[config.mk]
export PLATFORM = sky130hd
export DESIGN_NAME = inst_fetch_wb_bridge
export DESIGN_NICKNAME = d
export VERILOG_FILES = /design/src/rtl/inst_fetch_wb_bridge_pkg.sv /design/src/rtl/inst_fetch_wb_bridge.sv
export SDC_FILE = /design/constraint.sdc
export NUM_CORES = 1
export LEC_CHECK = 0
export ABC_CLOCK_PERIOD_IN_PS = 2100
export CAP_MARGIN = 20
export CORE_MARGIN = 2
export CORE_UTILIZATION = 50
export CTS_CLUSTER_SIZE = 12
export DETAILED_ROUTE_END_ITERATION = 12
export GPL_TIMING_DRIVEN = 0
export PLACE_DENSITY = 0.81
export SYNTH_ARGS = -nofsm -noshare
export SYNTH_HDL_FRONTEND = slang
export SYNTH_SLANG_ARGS = --single-unit
export TNS_END_PERCENT = 100
[constraint.sdc]
create_clock -name clk -period 2.1 [get_ports clk]
set_input_delay 0.315 -clock clk [delete_from_list [all_inputs] [get_ports clk]]
set_output_delay 0.315 -clock clk [all_outputs]
set_load 0.01 [all_outputs]
[src/rtl/inst_fetch_wb_bridge_pkg.sv]
// ---------------------------------------------------------------------------
// inst_fetch_wb_bridge_pkg
//
// Shared definitions for the instruction-fetch Wishbone bridge:
//   - ifb_state_e : bridge FSM encoding (IFB_IDLE / IFB_BUS / IFB_DRAIN)
//   - ZERO_WORD   : all-zero instruction word (default NOP on bus failure)
//   - cnt_width() : width of the saturating timeout counter
// ---------------------------------------------------------------------------
package inst_fetch_wb_bridge_pkg;

  // IFB_IDLE  : no bus cycle open; hits are served from the one-entry buffer.
  // IFB_BUS   : bus cycle open for a fetch whose result will be buffered.
  // IFB_DRAIN : bus cycle open for a fetch that was flushed; its result is
  //             dropped but the Wishbone handshake must still complete.
  typedef enum logic [1:0] {
    IFB_IDLE  = 2'd0,
    IFB_BUS   = 2'd1,
    IFB_DRAIN = 2'd2
  } ifb_state_e;

  localparam logic [31:0] ZERO_WORD = 32'h0000_0000;

  // ceil(log2(timeout+1)): just enough bits to hold the value TIMEOUT,
  // so the counter can reach TIMEOUT-1 and saturate without wrapping.
  function automatic int cnt_width(input int timeout);
    return $clog2(timeout + 1);
  endfunction

endpackage

[src/rtl/inst_fetch_wb_bridge.sv]
// ---------------------------------------------------------------------------
// inst_fetch_wb_bridge
//
// Bridges the openmips instruction-fetch port (ce/addr/data + stall request)
// to a Wishbone classic master port. The last fetched word is kept in a
// one-entry buffer; a fetch that does not match it stalls the pipeline
// while a single Wishbone read is performed. Bus errors and timeouts return
// NOP_INST to the CPU and pulse bus_err_o. A pipeline flush invalidates the
// buffer and turns any open bus cycle into a drain whose data is discarded.
//
// Parameters:
//   ADDR_W   fetch / Wishbone address width
//   DATA_W   instruction width (multiple of 8)
//   TIMEOUT  bus cycles without ack/err before the cycle is abandoned
//   NOP_INST word handed to the CPU after a bus error or timeout
//
// Ports:
//   clk, rst          clock, synchronous active-high reset
//   rom_ce_i          fetch enable from the CPU
//   rom_addr_i        fetch address
//   flush_i           pipeline flush
//   rom_data_o        instruction to the CPU (combinational on a hit)
//   stallreq_o        stall request to the pipeline controller
//   bus_err_o         registered one-cycle pulse on err or timeout
//   wb_adr_o..wb_we_o Wishbone classic master outputs
//   wb_dat_i, wb_ack_i, wb_err_i  Wishbone slave responses
//   dbg_state         current FSM state, for observation only
//
// Handshake: a Wishbone transfer is open while wb_cyc_o/wb_stb_o are high;
// it completes in the first clock in which the slave raises wb_ack_i or
// wb_err_i (ack wins if both are high). cyc/stb fall on the following edge.
// On the CPU side, rom_data_o is valid in any cycle with rom_ce_i=1 and
// stallreq_o=0.
// ---------------------------------------------------------------------------
module inst_fetch_wb_bridge
  import inst_fetch_wb_bridge_pkg::*;
#(
  parameter int                ADDR_W   = 32,
  parameter int                DATA_W   = 32,
  parameter int                TIMEOUT  = 255,
  parameter logic [DATA_W-1:0] NOP_INST = DATA_W'(ZERO_WORD)
) (
  input  logic                clk,
  input  logic                rst,
  // CPU fetch port
  input  logic                rom_ce_i,
  input  logic [ADDR_W-1:0]   rom_addr_i,
  input  logic                flush_i,
  output logic [DATA_W-1:0]   rom_data_o,
  output logic                stallreq_o,
  output logic                bus_err_o,
  // Wishbone classic master
  output logic [ADDR_W-1:0]   wb_adr_o,
  input  logic [DATA_W-1:0]   wb_dat_i,
  output logic [DATA_W/8-1:0] wb_sel_o,
  output logic                wb_we_o,
  output logic                wb_cyc_o,
  output logic                wb_stb_o,
  input  logic                wb_ack_i,
  input  logic                wb_err_i,
  // observation
  output ifb_state_e          dbg_state
);

  localparam int              CNT_W   = cnt_width(TIMEOUT);
  localparam logic [CNT_W-1:0] TO_LAST = CNT_W'(TIMEOUT - 1);
  localparam logic [CNT_W-1:0] CNT_MAX = '1;

  // -------------------------------------------------------------------------
  // State and datapath registers
  // -------------------------------------------------------------------------
  ifb_state_e          state;
  ifb_state_e          state_next;

  logic                hold_valid;
  logic [ADDR_W-1:0]   hold_addr;
  logic [DATA_W-1:0]   hold_data;

  logic                cyc_q;
  logic [ADDR_W-1:0]   adr_q;
  logic [CNT_W-1:0]    tmo_cnt;
  logic                bus_err_q;

  // -------------------------------------------------------------------------
  // Control decode
  // -------------------------------------------------------------------------
  logic                hit;
  logic                timeout_hit;
  logic                bus_end;    // open cycle terminates this clock
  logic                bus_fail;   // ...and terminates without data

  logic                start_fetch;
  logic                bus_done;
  logic                capture;
  logic                err_set;
  logic                stall;
  logic [DATA_W-1:0]   data_out;

  assign hit         = rom_ce_i && hold_valid && (rom_addr_i == hold_addr) && !flush_i;
  assign timeout_hit = (tmo_cnt == TO_LAST);
  assign bus_end     = wb_ack_i || wb_err_i || timeout_hit;
  // ack has priority over both err and timeout.
  assign bus_fail    = !wb_ack_i && (wb_err_i || timeout_hit);

  // -------------------------------------------------------------------------
  // FSM: state register
  // -------------------------------------------------------------------------
  always_ff @(posedge clk) begin
    if (rst) begin
      state <= IFB_IDLE;
    end else begin
      state <= state_next;
    end
  end

  // -------------------------------------------------------------------------
  // FSM: next state and control outputs
  // -------------------------------------------------------------------------
  always_comb begin
    state_next  = state;
    start_fetch = 1'b0;
    bus_done    = 1'b0;
    capture     = 1'b0;
    err_set     = 1'b0;
    stall       = 1'b0;
    data_out    = '0;

    case (state)
      IFB_IDLE: begin
        if (hit) begin
          data_out = hold_data;
        end
        // A flush in IDLE only invalidates; the CPU re-presents the fetch
        // after the flush, so no bus cycle is opened for it.
        if (rom_ce_i && !hit && !flush_i) begin
          stall       = 1'b1;
          start_fetch = 1'b1;
          state_next  = IFB_BUS;
        end
      end

      IFB_BUS: begin
        stall = rom_ce_i;
        if (bus_end) begin
          // Completion outranks a simultaneous flush: the word is still
          // captured, only its valid bit is suppressed.
          bus_done   = 1'b1;
          capture    = 1'b1;
          err_set    = bus_fail;
          state_next = IFB_IDLE;
        end else if (flush_i) begin
          state_next = IFB_DRAIN;
        end
      end

      IFB_DRAIN: begin
        stall = rom_ce_i;
        if (bus_end) begin
          bus_done   = 1'b1;
          err_set    = bus_fail;
          state_next = IFB_IDLE;
        end
      end

      default: begin
        state_next = IFB_IDLE;
      end
    endcase
  end

  // -------------------------------------------------------------------------
  // Datapath: Wishbone master registers, timeout counter, fetch buffer
  // -------------------------------------------------------------------------
  always_ff @(posedge clk) begin
    if (rst) begin
      hold_valid <= 1'b0;
      hold_addr  <= '0;
      hold_data  <= '0;
      cyc_q      <= 1'b0;
      adr_q      <= '0;
      tmo_cnt    <= '0;
      bus_err_q  <= 1'b0;
    end else begin
      bus_err_q <= err_set;

      if (start_fetch) begin
        adr_q   <= rom_addr_i;
        cyc_q   <= 1'b1;
        tmo_cnt <= '0;
      end else if (bus_done) begin
        cyc_q   <= 1'b0;
      end else if (cyc_q && (tmo_cnt != CNT_MAX)) begin
        // Saturating: the count never wraps back below TO_LAST.
        tmo_cnt <= tmo_cnt + CNT_W'(1);
      end

      // The buffer is tagged with the address actually sent on the bus, so
      // an address change mid-cycle simply misses when IDLE is re-entered.
      if (capture) begin
        hold_addr  <= adr_q;
        hold_data  <= bus_fail ? NOP_INST : wb_dat_i;
        hold_valid <= !flush_i;
      end else if (flush_i) begin
        hold_valid <= 1'b0;
      end
    end
  end

  // -------------------------------------------------------------------------
  // Outputs
  // -------------------------------------------------------------------------
  assign rom_data_o = data_out;
  assign stallreq_o = stall;
  assign bus_err_o  = bus_err_q;

  assign wb_adr_o   = adr_q;
  assign wb_sel_o   = '1;
  assign wb_we_o    = 1'b0;
  assign wb_cyc_o   = cyc_q;
  assign wb_stb_o   = cyc_q;

  assign dbg_state  = state;

endmodule
==> key figures, run 1 <==
Synth
  • Main combinational cell family by area after synthesis: simple AND/OR/NAND/NOR gates
  • Post-synthesis simple-gate area fraction: 0.307
  • Cell taking the most area after synthesis: dfxtp_1
  • Mux cell area share after synthesis: 0.00176
  • Synth Area in Compound Gates: 0.171
  • Adder-Cell Fraction of Synth Area: 0.0132
  • EDFF count, synth: 0
  • Fraction of registers with async set or reset after synthesis: 0
  • Yosys top cell area share: 0.385
  • Distinct cells, synth: 46
  • Top area cells in the synthesized netlist: dfxtp_1 (38%), a22oi_1 (8.5%), xor2_1 (4.9%)
  • XOR/XNOR Fraction of Synth Area: 0.0587
  • Seq/Total Area, Yosys: 0.385
  • Warnings, synthesis: 0
  • Synth Cell Area: 0.00567 mm^2
  • Post-Syn Area per Cell: 8.16 um^2
  • Post-Syn Instances: 695
  • Synth Register Bits: 109
  • Post-synth top flop: dfxtp_1

Hold path
  • Min-delay src: flush_i
  • Hold Path Class: input pin to flop
  • Hold path depth: 2

Final layout
  • Fillers: 810
  • Final Util: 0.737
  • Fin nets: ~940
  • Inserted Diodes: 0
  • Share of layout cells above drive strength 1: 0.210
  • P&R area growth vs syn: 42.0%

Detailed routing
  • WL per Instance: 19.6 um
  • Vias/cell: 6.09
  • DRC Markers: 0
  • Iter 0 DRT Violations: 679
  • Drt first pass iters: 5
  • Detail Route Antenna Nets: 0
  • Vias: 6106
  • Routed WL: roughly 20 mm

Clocking
  • CTS root buffer: clkbuf_16
  • Clk pin slew, worst setup/hold paths: ~0.070 ns
  • Clock Tree Buf Depth: 2
  • CTS Buf Count: 9
  • Clk_lat worst skew: roughly 0.34 ns
  • H-tree depth: 3
  • CTS Hold Bufs: 0
  • CTS tree: yes
  • Clk sink count: roughly 110

Setup path
  • CP Cell Sequence: xor2_2, nor4_2, nand4_1, nor4_4, buf_4, buf_6, buf_6, and2_1, buf_6
  • R2R cell count: 9
  • Most common cell on crit path: buf_6
  • Critical R2R Launch: hold_addr[17]
  • Crit. End Element: primary output
  • Crit-path max FO: 5
  • Startpoint Class: flop
  • Worst Setup SP: hold_addr[14]
  • CP Class: flop to primary output
  • CP arrival: ~2.4 ns
  • CP peak stage delay: approximately 0.4 ns
  • Critical path required time: 1.78 ns
  • CP max-delay cell: nor4_2

STA
  • Slew at the pin closest to its max-slew limit: between 0.6 and 0.7 ns
  • Final worst slack: -0.634 ns
  • Relative slew slack: 0.575
  • Final Cycle Share: 1.30
  • Final setup fails: 52
  • Final Hold Fails: 0
  • Max-slew violations: 0
  • Fmax: 366 MHz
  • Unrepaired setup endpoints after global routing: yes
  • Clock skew: 0.00848 ns
  • Min Tclk post-route: 2.73 ns

Run status
  • Failing checks: setup timing
  • Outcome: finished with violations

Pwr
  • Overall power: 4670 uW
  • Leakage: 0.00309 uW
  • P per Cell Area: approximately 580 mW/mm^2
  • Worst vdd ir: 0.572 mV

GRT
  • GRT overflow: 0
  • Global-route wire length before repair: 30.6 mm
  • Initial antenna violation count: 0
  • Largest net degree at the start of global routing: 16
  • GRT Util Overall: 0.304
  • Number of global-route vias before repair: 5992

Floorplan
  • DIE HEIGHT: 111 um
  • Die Area: 0.0122 mm^2
  • # IOs: 145
  • FP Rows: 38
  • Starting Density: 0.519
  • Die W: 111 um
  • Area of the core: 0.0109 mm^2

Place
  • RePlAce Congestion: 0.919
  • Hpwl dp: 13.2 mm
  • Input/output buffers: 138
  • Place WS: -1.32 ns

Run
  • Max Cap Viol: 0
[worst max-delay path, delay by kind of cell (launching register included)]
| kind | cells | cell delay, ns |
|---|---|---|
| simple gates | 4 | 1.04 |
| buf+inv | 4 | 0.50 |
| flops | 1 | 0.34 |
| xor+xnor | 1 | 0.20 |
[path summary, 6_finish.rpt]
| check | endpoint | slack (ns) |
|---|---|---|
| max | rom_data_o[5] | -0.63 |
| min | hold_valid | 0.41 |
| max reg2reg | wb_adr_o[10] | -0.08 |
| min reg2reg | hold_addr[13] | 0.47 |
[cells by family after synthesis]
kind of cell | after synthesis
xor+xnor | 38
flops | 109
buf+inv | 74
compound gates | 150
mux | 1
simple gates | 315
other cells | 2
fa+ha+maj | 6
[synthesized netlist by cell type, types with 2 or more instances]
cell	count
buf_6	3
o31ai_1	2
nor4_1	8
nand3_1	35
buf_2	22
nor2b_1	35
dfxtp_1	109
and4_1	2
a22oi_1	64
clkbuf_1	34
nor2_1	39
or3_1	2
ha_1	6
buf_4	6
nand4_1	37
conb_1	2
xnor2_1	6
and2_1	34
a21oi_1	35
xor2_1	32
nor3_1	6
nor3b_1	32
a211oi_1	8
inv_1	5
nand2b_1	2
buf_1	4
nand2_1	71
nor4_2	2
o21a_1	2
and3_1	2
o21ai_0	33
[registers in the layout, indices dropped and copies added (netlist names)]
| register | count |
|---|---|
| wb_adr_o | 32 |
| hold_valid | 1 |
| hold_addr | 32 |
| hold_data | 32 |
| tmo_cnt | 8 |
| wb_cyc_o | 1 |
| bus_err_o | 1 |
| dbg_state | 2 |
[stage by stage]
| step | cell area [um^2] | std cells | TNS (ns) | hold WS, ns |
|---|---|---|---|---|
| floorplan | 5690 | 698 | 0 | 0.392 |
| global placement | 7240 | 976 | -58.88 | 0.455 |
| detailed placement | 7240 | 976 | -68.24 | 0.457 |
| CTS | 7770 | 1002 | -15.02 | 0.419 |
| global route | 8060 | 1003 | -24.55 | 0.456 |
| finish | 8060 | 1003 | -19.58 | 0.413 |
[cell usage in the layout, fill, tap and decap left out, drive strengths merged, types with 2 or more instances in the layout]
| cell type | instances |
|---|---|
| a21oi | 35 |
| xnor2 | 6 |
| inv | 5 |
| or3 | 2 |
| nand4 | 37 |
| conb | 5 |
| and2 | 34 |
| nand3 | 36 |
| and3 | 2 |
| buf | 86 |
| o21a | 2 |
| and4 | 2 |
| dfxtp | 109 |
| a211oi | 9 |
| dlygate4sd2 | 18 |
| nand2 | 71 |
| nor3b | 32 |
| xor2 | 32 |
| clkdlybuf4s50 | 83 |
| a22oi | 64 |
| nor2b | 35 |
| nor3 | 7 |
| clkbuf | 41 |
| nand2b | 2 |
| dlymetal6s2s | 4 |
| o21ai | 34 |
| nor2 | 39 |
| ha | 6 |
| nor4 | 11 |
| o31ai | 2 |
[power breakdown]
group | switching, uW | internal, uW
clock | 741 | 817
sequential | 77.3 | 2170
combinational | 445 | 421
[layout make-up]
cell class	count	area, um^2	share of cell area
clock inverter	2	12.5	0.00155
sequential	109	2190	0.272
buffer	65	430	0.0534
inverter	5	18.8	0.00233
timing repair buffer	156	1450	0.180
tap	140	175	0.0217
multi-input combinational	515	3530	0.438
clock buffer	11	243	0.0301
[layer usage]
metal,track usage,share of wire,vias up
met5,0,0,-
met4,0.128,0.035,0
met3,0.0642,0.085,67
met2,0.510,0.49,359
met1,0.378,0.39,2910
li1,-,-,2770
[timing repair]
item / CTS / global route
gates cloned: 1 / 1
buffers inserted: 17 / 8
setup endpoints to repair: 134 / 136
pin swaps: 27 / 22
endpoints found under the hold margin: 0 / 0
resized for setup: 234 / 110
Power figures use the tool's default switching activity.
==> run 2, diff against run 1 <==
--- a/config.mk
+++ b/config.mk
@@ -12,6 +12,7 @@
 export CTS_CLUSTER_SIZE = 12
 export DETAILED_ROUTE_END_ITERATION = 12
 export GPL_TIMING_DRIVEN = 0
+export HOLD_SLACK_MARGIN = 0.12
 export PLACE_DENSITY = 0.81
 export SYNTH_ARGS = -nofsm -noshare
 export SYNTH_HDL_FRONTEND = slang
==> results of run 2 <==
The final DEF is identical to that of run 1; final timing and power are the same.
